<file path="src/rtl/mcu_pkg.sv">
// Shared opcode, FSM state and ALU-control encodings for the MCU sequencer datapath.
package mcu_pkg;

  localparam int unsigned IR_W  = 8;
  localparam int unsigned OPC_W = 3;

  typedef enum logic [OPC_W-1:0] {
    OP_ACM  = 3'b000,
    OP_ACMI = 3'b001,
    OP_ADD  = 3'b010,
    OP_NAND = 3'b011,
    OP_BNZ  = 3'b100,
    OP_SLT  = 3'b101,
    OP_SW   = 3'b110,
    OP_LW   = 3'b111
  } opcode_e;

  typedef enum logic [2:0] {
    ST_IDLE   = 3'd0,
    ST_FETCH  = 3'd1,
    ST_DECODE = 3'd2,
    ST_EXEC   = 3'd3,
    ST_MEM    = 3'd4,
    ST_WB     = 3'd5,
    ST_ERR    = 3'd6
  } state_e;

  typedef enum logic [1:0] {
    ALU_ADD  = 2'b00,
    ALU_NAND = 2'b01,
    ALU_BNZ  = 2'b10,
    ALU_SLT  = 2'b11
  } alu_op_e;

  // Where DECODE hands the instruction next.
  typedef enum logic [1:0] {
    CLS_WB   = 2'd0,
    CLS_EXEC = 2'd1,
    CLS_MEM  = 2'd2
  } next_cls_e;

endpackage

</file>
<file path="src/rtl/mcu_sequencer_decode.sv">
// Combinational opcode decode: datapath selects, ALU control and the post-DECODE class.
module mcu_decode
  import mcu_pkg::*;
(
  input  logic [2:0] opcode,
  output logic [1:0] cntr_alu,
  output logic       sel_alu_in,
  output logic       sel_acc_in,
  output logic       lw,
  output logic [1:0] next_cls
);

  always_comb begin
    cntr_alu   = ALU_ADD;
    sel_alu_in = 1'b0;
    sel_acc_in = 1'b0;
    lw         = 1'b0;
    next_cls   = CLS_WB;
    case (opcode)
      OP_ACM:  ;
      OP_ACMI: sel_acc_in = 1'b1;
      OP_ADD: begin
        cntr_alu   = ALU_ADD;
        sel_alu_in = 1'b1;
        next_cls   = CLS_EXEC;
      end
      OP_NAND: begin
        cntr_alu   = ALU_NAND;
        sel_alu_in = 1'b1;
        next_cls   = CLS_EXEC;
      end
      OP_BNZ: begin
        cntr_alu = ALU_BNZ;
        next_cls = CLS_EXEC;
      end
      OP_SLT: begin
        cntr_alu   = ALU_SLT;
        sel_alu_in = 1'b1;
        next_cls   = CLS_EXEC;
      end
      OP_SW:   next_cls = CLS_MEM;
      OP_LW: begin
        lw       = 1'b1;
        next_cls = CLS_MEM;
      end
    endcase
  end

endmodule

</file>
<file path="src/rtl/mcu_sequencer.sv">
// Multi-cycle instruction sequencer: fetch/decode/exec/mem/writeback control with
// ack timeouts and a retired-instruction counter.
module mcu_sequencer
  import mcu_pkg::*;
#(
  parameter int unsigned ACK_TIMEOUT = 15,
  parameter int unsigned RET_W       = 16
) (
  input  logic             clk,
  input  logic             rst,
  input  logic             run,
  output logic             im_req,
  input  logic             im_ack,
  input  logic [7:0]       im_data,
  output logic             dm_req,
  output logic             dm_we,
  input  logic             dm_ack,
  input  logic             alu_nz,
  output logic [7:0]       ir,
  output logic [1:0]       cntr_alu,
  output logic             sel_alu_in,
  output logic             sel_acc_in,
  output logic             lw,
  output logic             reg_we,
  output logic             acc_we,
  output logic             pc_en,
  output logic             pc_sel_br,
  output logic             busy,
  output logic             error,
  output logic [RET_W-1:0] retired
);

  localparam int unsigned WAIT_W = $clog2(ACK_TIMEOUT + 1);

  state_e            state;
  state_e            state_nxt;
  logic [WAIT_W-1:0] wait_cnt;
  logic              br_flag;
  logic [2:0]        opcode;
  logic [1:0]        dec_cls;
  logic              in_handshake;
  logic              ack_hit;
  logic              ack_expired;

  assign opcode = ir[7:5];

  // Selects follow the latched instruction, so they stay put until the next fetch lands.
  mcu_decode u_decode (
    .opcode     (opcode),
    .cntr_alu   (cntr_alu),
    .sel_alu_in (sel_alu_in),
    .sel_acc_in (sel_acc_in),
    .lw         (lw),
    .next_cls   (dec_cls)
  );

  always_comb begin
    in_handshake = (state == ST_FETCH) || (state == ST_MEM);
    ack_hit      = ((state == ST_FETCH) && im_ack) || ((state == ST_MEM) && dm_ack);
    ack_expired  = in_handshake && !ack_hit && (wait_cnt == WAIT_W'(ACK_TIMEOUT - 1));
  end

  always_ff @(posedge clk or posedge rst) begin
    if (rst) state <= ST_IDLE;
    else     state <= state_nxt;
  end

  always_comb begin
    state_nxt = state;
    case (state)
      ST_IDLE:   if (run) state_nxt = ST_FETCH;
      ST_FETCH: begin
        if (ack_expired) state_nxt = ST_ERR;
        else if (im_ack) state_nxt = ST_DECODE;
      end
      ST_DECODE: begin
        case (dec_cls)
          CLS_EXEC: state_nxt = ST_EXEC;
          CLS_MEM:  state_nxt = ST_MEM;
          default:  state_nxt = ST_WB;
        endcase
      end
      ST_EXEC:   state_nxt = ST_WB;
      ST_MEM: begin
        if (ack_expired)          state_nxt = ST_ERR;
        else if (dm_ack) begin
          if (opcode == OP_LW)    state_nxt = ST_WB;
          else                    state_nxt = run ? ST_FETCH : ST_IDLE;
        end
      end
      ST_WB:     state_nxt = run ? ST_FETCH : ST_IDLE;
      ST_ERR:    state_nxt = ST_ERR;
      default:   state_nxt = ST_IDLE;
    endcase
  end

  // Requests and strobes; a store retires in its acknowledge cycle instead of in WB.
  always_comb begin
    im_req    = 1'b0;
    dm_req    = 1'b0;
    dm_we     = 1'b0;
    reg_we    = 1'b0;
    acc_we    = 1'b0;
    pc_en     = 1'b0;
    pc_sel_br = 1'b0;
    busy      = (state != ST_IDLE) && (state != ST_ERR);
    error     = (state == ST_ERR);
    case (state)
      ST_FETCH: im_req = 1'b1;
      ST_MEM: begin
        dm_req = 1'b1;
        dm_we  = (opcode == OP_SW);
        pc_en  = dm_ack && (opcode == OP_SW);
      end
      ST_WB: begin
        pc_en     = 1'b1;
        reg_we    = (opcode == OP_ADD) || (opcode == OP_NAND) ||
                    (opcode == OP_SLT) || (opcode == OP_LW);
        acc_we    = (opcode == OP_ACM) || (opcode == OP_ACMI);
        pc_sel_br = (opcode == OP_BNZ) && br_flag;
      end
      default: ;
    endcase
  end

  always_ff @(posedge clk or posedge rst) begin
    if (rst) begin
      ir      <= '0;
      br_flag <= 1'b0;
    end else begin
      if ((state == ST_FETCH) && im_ack) ir <= im_data;
      if (state == ST_EXEC) br_flag <= (opcode == OP_BNZ) && alu_nz;
    end
  end

  // Wait counter runs only while a request is outstanding and freezes in ERR.
  always_ff @(posedge clk or posedge rst) begin
    if (rst)                  wait_cnt <= '0;
    else if (in_handshake)    wait_cnt <= ack_hit ? '0 : wait_cnt + WAIT_W'(1);
    else if (state != ST_ERR) wait_cnt <= '0;
  end

  always_ff @(posedge clk or posedge rst) begin
    if (rst)        retired <= '0;
    else if (pc_en) retired <= retired + RET_W'(1);
  end

endmodule

</file>
<file path="config.mk">
export PLATFORM = sky130hd
export DESIGN_NAME = mcu_sequencer
export DESIGN_NICKNAME = d
export VERILOG_FILES = /design/src/rtl/mcu_pkg.sv /design/src/rtl/mcu_sequencer_decode.sv /design/src/rtl/mcu_sequencer.sv
export SDC_FILE = /design/constraint.sdc
export NUM_CORES = 1
export LEC_CHECK = 0
export CAP_MARGIN = 15
export CORE_ASPECT_RATIO = 0.5
export CORE_MARGIN = 1
export CORE_UTILIZATION = 40
export DETAILED_ROUTE_END_ITERATION = 10
export PLACE_DENSITY = 0.72
export SLEW_MARGIN = 30
export SYNTH_ARGS = -nofsm -noshare
export SYNTH_HDL_FRONTEND = slang
export SYNTH_SLANG_ARGS = --single-unit
</file>
<file path="constraint.sdc">
create_clock -name clk -period 1.6 [get_ports clk]
set_input_delay 0.16 -clock clk [delete_from_list [all_inputs] [get_ports clk]]
set_output_delay 0.16 -clock clk [all_outputs]
set_load 0.01 [all_outputs]
</file>
==> impl_metrics.csv, run 1 <==
group,metric,value,unit
synth,synthDominantCellAreaShare,0.453,
synth,synth_area_per_cell,10.3,um^2
synth,synth.area.top_cells,"dfrtp_1 45%, mux2_1 5.1%, xnor2_1 4.5%",
power_and_ir_drop,pwr-share-clk,0.159,
detailed_routing,ant_nets,0,
die,die-area,4700,um^2
clocking,cts_made_buffers,5,
detailed_routing,route.detailed.drc,0,
power_and_ir_drop,power.share.sequential,0.266,
sta,skew,0.00705,ns
cells_and_area,final_core_util,0.695,
synth,synth_edf_count,0,
power_and_ir_drop,power_per_cell_area,1700,nW/um^2
cells_and_area,area_growth,59.9,%
status,status,"complete, no violations",
clocking,cts.sink_count,32,
clocking,cts-htree-levels,2,
global_routing,grt_antenna_before_repair,0,
sta,max_freq,0.627,GHz
clocking,cts_root_buf,"clkbuf_8",
cells_and_area,antenna_cells,0,
setup_path,crit_type,"flip-flop to primary output",
clocking,cts_max_path_buffers,2,
synth,ys_async_sr_fraction,1.00,
power_and_ir_drop,internal-power,3100,uW
sta,rsz0062_at_grt,"yes",
synth,syn_inst,171,
synth,yosysTopAreaCell,"dfrtp_1",
synth,seq_area_frac_synth,0.453,
setup_path,path_buf_inv,2,
power_and_ir_drop,max-vdd-ir-drop,0.955,mV
detailed_routing,drt_iter0_drc,57,
place,numPortBuffers,51,
global_routing,grt_pass1_vias,1592,
global_routing,grt_usage,0.213,
synth,synth-seq-cells,32,
die,start_util,0.435,
sta,setup_viol,0,
clocking,clk-insertion-delay-late,0.29,ns
die,dieWidth,96.0,um
place,dp.final_hpwl,3180,um
cells_and_area,nNetsFinal,284,
sta,drv_slew,0,
detailed_routing,routed_wl,4560,um
synth,netlist_area,1770,um^2
job,maxCapViolations,0,
die,core-area,4060,um^2
sta,whs,0.253,ns
sta,setup_tns,0,ns
sta,slew_headroom,0.728,
power_and_ir_drop,p_leak,0.00131,uW
setup_path,start_kind,"flip-flop",
setup_path,max_stage_delay,0.46,ns
detailed_routing,vias,1621,
die,io_pins,52,
clocking,clk_pin_slew_worst_paths,0.07,ns
place,place.gp.congestion,0.809,
synth,synthDistinctLibCells,44,
sta,worst_pin_slew,0.408,ns
setup_path,worstPathArrival,1.43,ns
setup_path,crit_chain,"buf_4, or3_4, buf_2",
setup_path,cp_max_fo,6,
synth,syn_nets,188,
sta,hold_violations,0,
die,row_count,16,
die,chipHeight,49.0,um
power_and_ir_drop,p_sw,1710,uW
sta,worst_slack,0.00539,ns
setup_path,crit_path_top_delay_cell,"dfrtp_2",
global_routing,grt_max_degree,33,
detailed_routing,vias_per_cell,5.03,
power_and_ir_drop,p_sw_frac,0.356,
setup_path,cp_top_family,"flip-flops",
detailed_routing,wl_per_cell,14.1,um
place,post-place-ws,-0.171,ns
synth,yosysWarnings,0,
cells_and_area,final_layout_size_suffix_gt1_frac,0.358,
power_and_ir_drop,comb_power_share,0.576,
setup_path,worstPathRequired,1.44,ns
detailed_routing,first_pass_iters,4,
synth,ys.flop_type,"dfrtp_1",
global_routing,grt_pass1_wl,7490,um
min_path,hold_class,"input pin to asynchronous set/reset pin",
sta,finalCritPeriodShare,0.997,
sta,period_needed,1.59,ns
setup_path,cp-end-kind,"primary output",
global_routing,grt_overflow_total,0,
clocking,cts_tree,"built",
clocking,cts_hold_buf,0,
-- final timing paths --
check | startpoint | endpoint | slack, ns | cells past startpoint
min in group clk | alu_nz | br_flag | 0.42 | 3
max in group asynchronous | rst | state[1] | 1.03 | 3
max reg2reg | state[0] | wait_cnt[3] | 0.02 | 5
max | state[0] | busy | 0.005 | 3
min reg2reg | br_flag | br_flag | 0.49 | 2
min | rst | state[2] | 0.25 | 3
-- cell usage in the layout (no fill, tap or decap), types with 4 or more instances in the layout --
cell type / synthesis / final
a31oi_1: 4 / 4
a21oi_1: 7 / 7
inv_1: 7 / 7
nand3_1: 5 / 5
clkbuf_8: 0 / 5
o21ai_0: 6 / 6
nand2_1: 18 / 16
dfrtp_2: 0 / 4
mux2_4: 0 / 8
buf_2: 4 / 7
buf_4: 2 / 41
xnor2_1: 9 / 9
dfrtp_1: 32 / 28
xor2_1: 6 / 6
clkdlybuf4s50_1: 0 / 35
nor2_1: 9 / 9
-- flip-flops by register name (all words and copies together), names as in the netlist --
| name | flops |
|---|---|
| br_flag | 1 |
| ir | 8 |
| retired | 16 |
| state | 3 |
| wait_cnt | 4 |
-- cells by family after synthesis --
logic type / Yosys count / synth area share
buffers and inverters: 14 / 0.0411
muxes: 10 / 0.0630
xor gates and xnor gates: 15 / 0.0744
AOI/OAI and AO/OA: 27 / 0.112
and+or+nand+nor: 70 / 0.235
DFF: 32 / 0.453
adders and majority gates: 3 / 0.0212
-- power by group through the flow --
stage | logic, uW | clock network, uW | registers [uW]
finish | 2770 | 765 | 1280
global route | 2980 | 830 | 1310
CTS | 2610 | 776 | 1260
detailed placement | 2320 | 0 | 1290
global placement | 2290 | 0 | 1270
floorplan | 1060 | 0 | 1320
-- cells in the mapped netlist (2+ instances only) --
cell and number:
a21oi_1 7, a31oi_1 4, and2_1 4, and3_1 3, buf_2 4, buf_4 2
dfrtp_1 32, ha_1 3, inv_1 7, mux2_1 8, nand2_1 18, nand2b_1 5
nand3_1 5, nand4_1 3, nor2_1 9, nor2b_1 4, nor3_1 4, nor3_2 2
o21ai_0 6, o21ai_1 3, or3b_4 2, xnor2_1 9, xor2_1 6
-- worst min-delay path: stages --
cell and delay [ns]:
clkdlybuf4s50_1 0.39, inv_1 0.05, buf_4 0.36
-- repair_timing --
item | 4_1_cts | 5_1_grt
gates cloned | 0 | 0
setup endpoints to repair | 27 | 34
gates resized for setup | 57 | 19
setup buffers | 8 | 6
pin swaps | 4 | 12
-- metrics by stage --
step / total power, uW / instances / area, um^2
6_report: 4810 / 322 / 2830
5_1_grt: 5130 / 322 / 2830
4_1_cts: 4650 / 317 / 2760
3_5_place_dp: 3610 / 302 / 2570
3_3_place_gp: 3560 / 302 / 2570
2_1_floorplan: 2380 / 171 / 1770
-- final cells by class --
cell class / count / area (um^2)
sequential: 32 / 806
multi-input combinational: 125 / 997
tap: 54 / 67.6
fill: 293 / 1240
inverter: 7 / 26.3
clock buffer: 6 / 72.6
clock inverter: 2 / 35.0
timing repair buffer: 96 / 821
-- routing by layer --
| metal | share of wire | vias to the layer above | track usage | routed length, um |
|---|---|---|---|---|
| li1 | - | 793 | - | - |
| met1 | 0.48 | 797 | 0.283 | 2190 |
| met2 | 0.49 | 24 | 0.344 | 2210 |
| met3 | 0.026 | 7 | 0.0483 | 117 |
| met4 | 0.0088 | 0 | 0.0672 | 40 |
| met5 | 0 | - | 0 | 0 |
No activity file was read; power rests on OpenSTA's default activity.
==> run 2, diff against run 1 <==
- CORE_UTILIZATION: 40 -> 35
- PLACE_DENSITY: 0.72 -> unset
==> impl_metrics.csv, run 2 (same netlist as run 1, synthesis figures left out) <==
group,metric,value,unit
detailed_routing,drt_iter0_drc,83,
setup_path,rr_startpoint,"state[2]",
global_routing,grt_usage,0.191,
clocking,clk-insertion-delay-late,0.29,ns
detailed_routing,wl_per_cell,13.7,um
cells_and_area,area_growth,63.7,%
setup_path,cp_common_cell,"buf_4",
sta,hold_violations,0,
setup_path,cp_max_fo,5,
sta,rsz0062_at_grt,"yes",
job,maxCapViolations,0,
sta,period_needed,1.59,ns
clocking,cts_max_path_buffers,2,
setup_path,max_stage_delay,0.45,ns
sta,drv_slew,0,
power_and_ir_drop,fin_total_pwr,4820,uW
detailed_routing,routed_wl,4570,um
clocking,cts_tree,"built",
setup_path,crit_path_top_delay_cell,"dfrtp_2",
detailed_routing,vias,1596,
die,chipHeight,52.2,um
cells_and_area,nNetsFinal,284,
min_path,hold_class,"input pin to asynchronous set/reset pin",
cells_and_area,reg_top3,"retired x16, ir x8, wait_cnt x4",
power_and_ir_drop,max-vdd-ir-drop,0.788,mV
clocking,cts.sink_count,32,
detailed_routing,vias_per_cell,4.78,
clocking,clk_pin_slew_worst_paths,0.08,ns
setup_path,cp-startpoint,"state[2]",
clocking,cts_made_buffers,5,
die,io_pins,52,
setup_path,start_kind,"flip-flop",
die,die-area,5350,um^2
cells_and_area,num-fill-cells,382,
sta,worst_slack,0.00792,ns
place,dp.final_hpwl,3320,um
sta,slew_headroom,0.724,
cells_and_area,regArea,803,um^2
global_routing,grt_pass1_wl,7550,um
setup_path,cp-end-kind,"flip-flop",
power_and_ir_drop,p_leak,0.00132,uW
cells_and_area,antenna_cells,0,
detailed_routing,route.detailed.drc,0,
setup_path,r2r_end,"state[2]",
sta,skew,0.0106,ns
cells_and_area,multi_input_area,1000,um^2
sta,max_freq,0.628,GHz
die,core-area,4620,um^2
die,start_util,0.383,
setup_path,reg2reg_depth,6,
setup_path,r2r_slack,0.008,ns
cells_and_area,final_layout_size_suffix_gt1_frac,0.351,
setup_path,crit_chain,"buf_12, or3b_4, a21oi_4, buf_4, buf_4, a21oi_1",
cells_and_area,largest_register_ff_count,16,
status,status,"complete, no violations",
global_routing,grt_antenna_before_repair,0,
cells_and_area,final_cell_mix,"37 x buf_4, 34 x clkdlybuf4s50_1, 30 x dfrtp_1",
die,row_count,17,
detailed_routing,ant_nets,0,
setup_path,worstPathRequired,1.78,ns
cells_and_area,regMostFlops,"retired",
sta,setup_viol,0,
cells_and_area,mostFrequentLayoutCell,"buf_4",
setup_path,crit_type,"flip-flop to flip-flop",
power_and_ir_drop,power_per_cell_area,1670,nW/um^2
clocking,cts-htree-levels,2,
global_routing,grt_pass1_vias,1559,
place,place.gp.congestion,0.807,
cells_and_area,post_layout_nonfiller_instances,334,
sta,finalCritPeriodShare,0.995,
place,dpl.cell_count,315,
die,dieWidth,102,um
global_routing,grt_overflow_total,0,
setup_path,worstPathArrival,1.78,ns
place,post-place-ws,-0.180,ns
clocking,cts_root_buf,"clkbuf_8",
global_routing,grt_max_degree,33,
place,numPortBuffers,51,
detailed_routing,first_pass_iters,4,
sta,worst_pin_slew,0.413,ns
run 2: what timing repair did:
action | in CTS | in global routing
setup endpoints to repair | 21 | 28
pin swaps | 0 | 14
hold buffers | 0 | 0
cloned | 0 | 1
setup buffers | 4 | 6
endpoints found under the hold margin | 0 | 0
resized for setup | 49 | 24
run 2: per-stage QoR:
| stage | TNS [ns] | hold WS (ns) | utilization | cell area, um^2 |
|---|---|---|---|---|
| finish | 0 | 0.261 | 0.626 | 2890 |
| detailed placement | -1.76 | 0.462 | 0.562 | 2590 |
| global route | -0.313 | 0.299 | 0.626 | 2890 |
| global placement | -1.58 | 0.459 | 0.562 | 2590 |
| floorplan | 0 | 0.276 | - | 1770 |
| CTS | -0.0714 | 0.268 | 0.593 | 2740 |
run 2: cell type report:
class / count / share of cell area
Multi-Input combinational cell: 125 / 0.346
Sequential cell: 32 / 0.278
Clock inverter: 3 / 0.0147
Tap cell: 66 / 0.0286
Timing Repair Buffer: 96 / 0.300
Clock buffer: 5 / 0.0238
Inverter: 7 / 0.00909
run 2: power breakdown:
part	switching, uW	internal (uW)
clock	336	461
sequential	188	1050
combinational	1210	1580
run 2: worst max-delay path by stage:
stage / end / slack [ns] / cells after the start
6_report: state[2] / 0.008 / 6
5_1_grt: busy / -0.05 / 4
4_1_cts: dm_we / -0.07 / 4
3_5_place_dp: pc_en / -0.18 / 4
3_3_place_gp: pc_en / -0.20 / 4
2_1_floorplan: state[0] / 0.05 / 6
run 2: worst max-delay path, delay by kind of cell (launching register included):
| kind | cells | cell delay, ns |
|---|---|---|
| flops | 1 | 0.45 |
| simple gates | 1 | 0.39 |
| buf+inv | 3 | 0.38 |
| compound gates | 2 | 0.26 |
run 2: metal layers:
layer	GRT usage	part of all wire	routed length, um
met1	0.259	0.49	2220
met2	0.293	0.47	2150
met3	0.0493	0.036	166
met4	0.0690	0.0074	34
met5	0	0	0
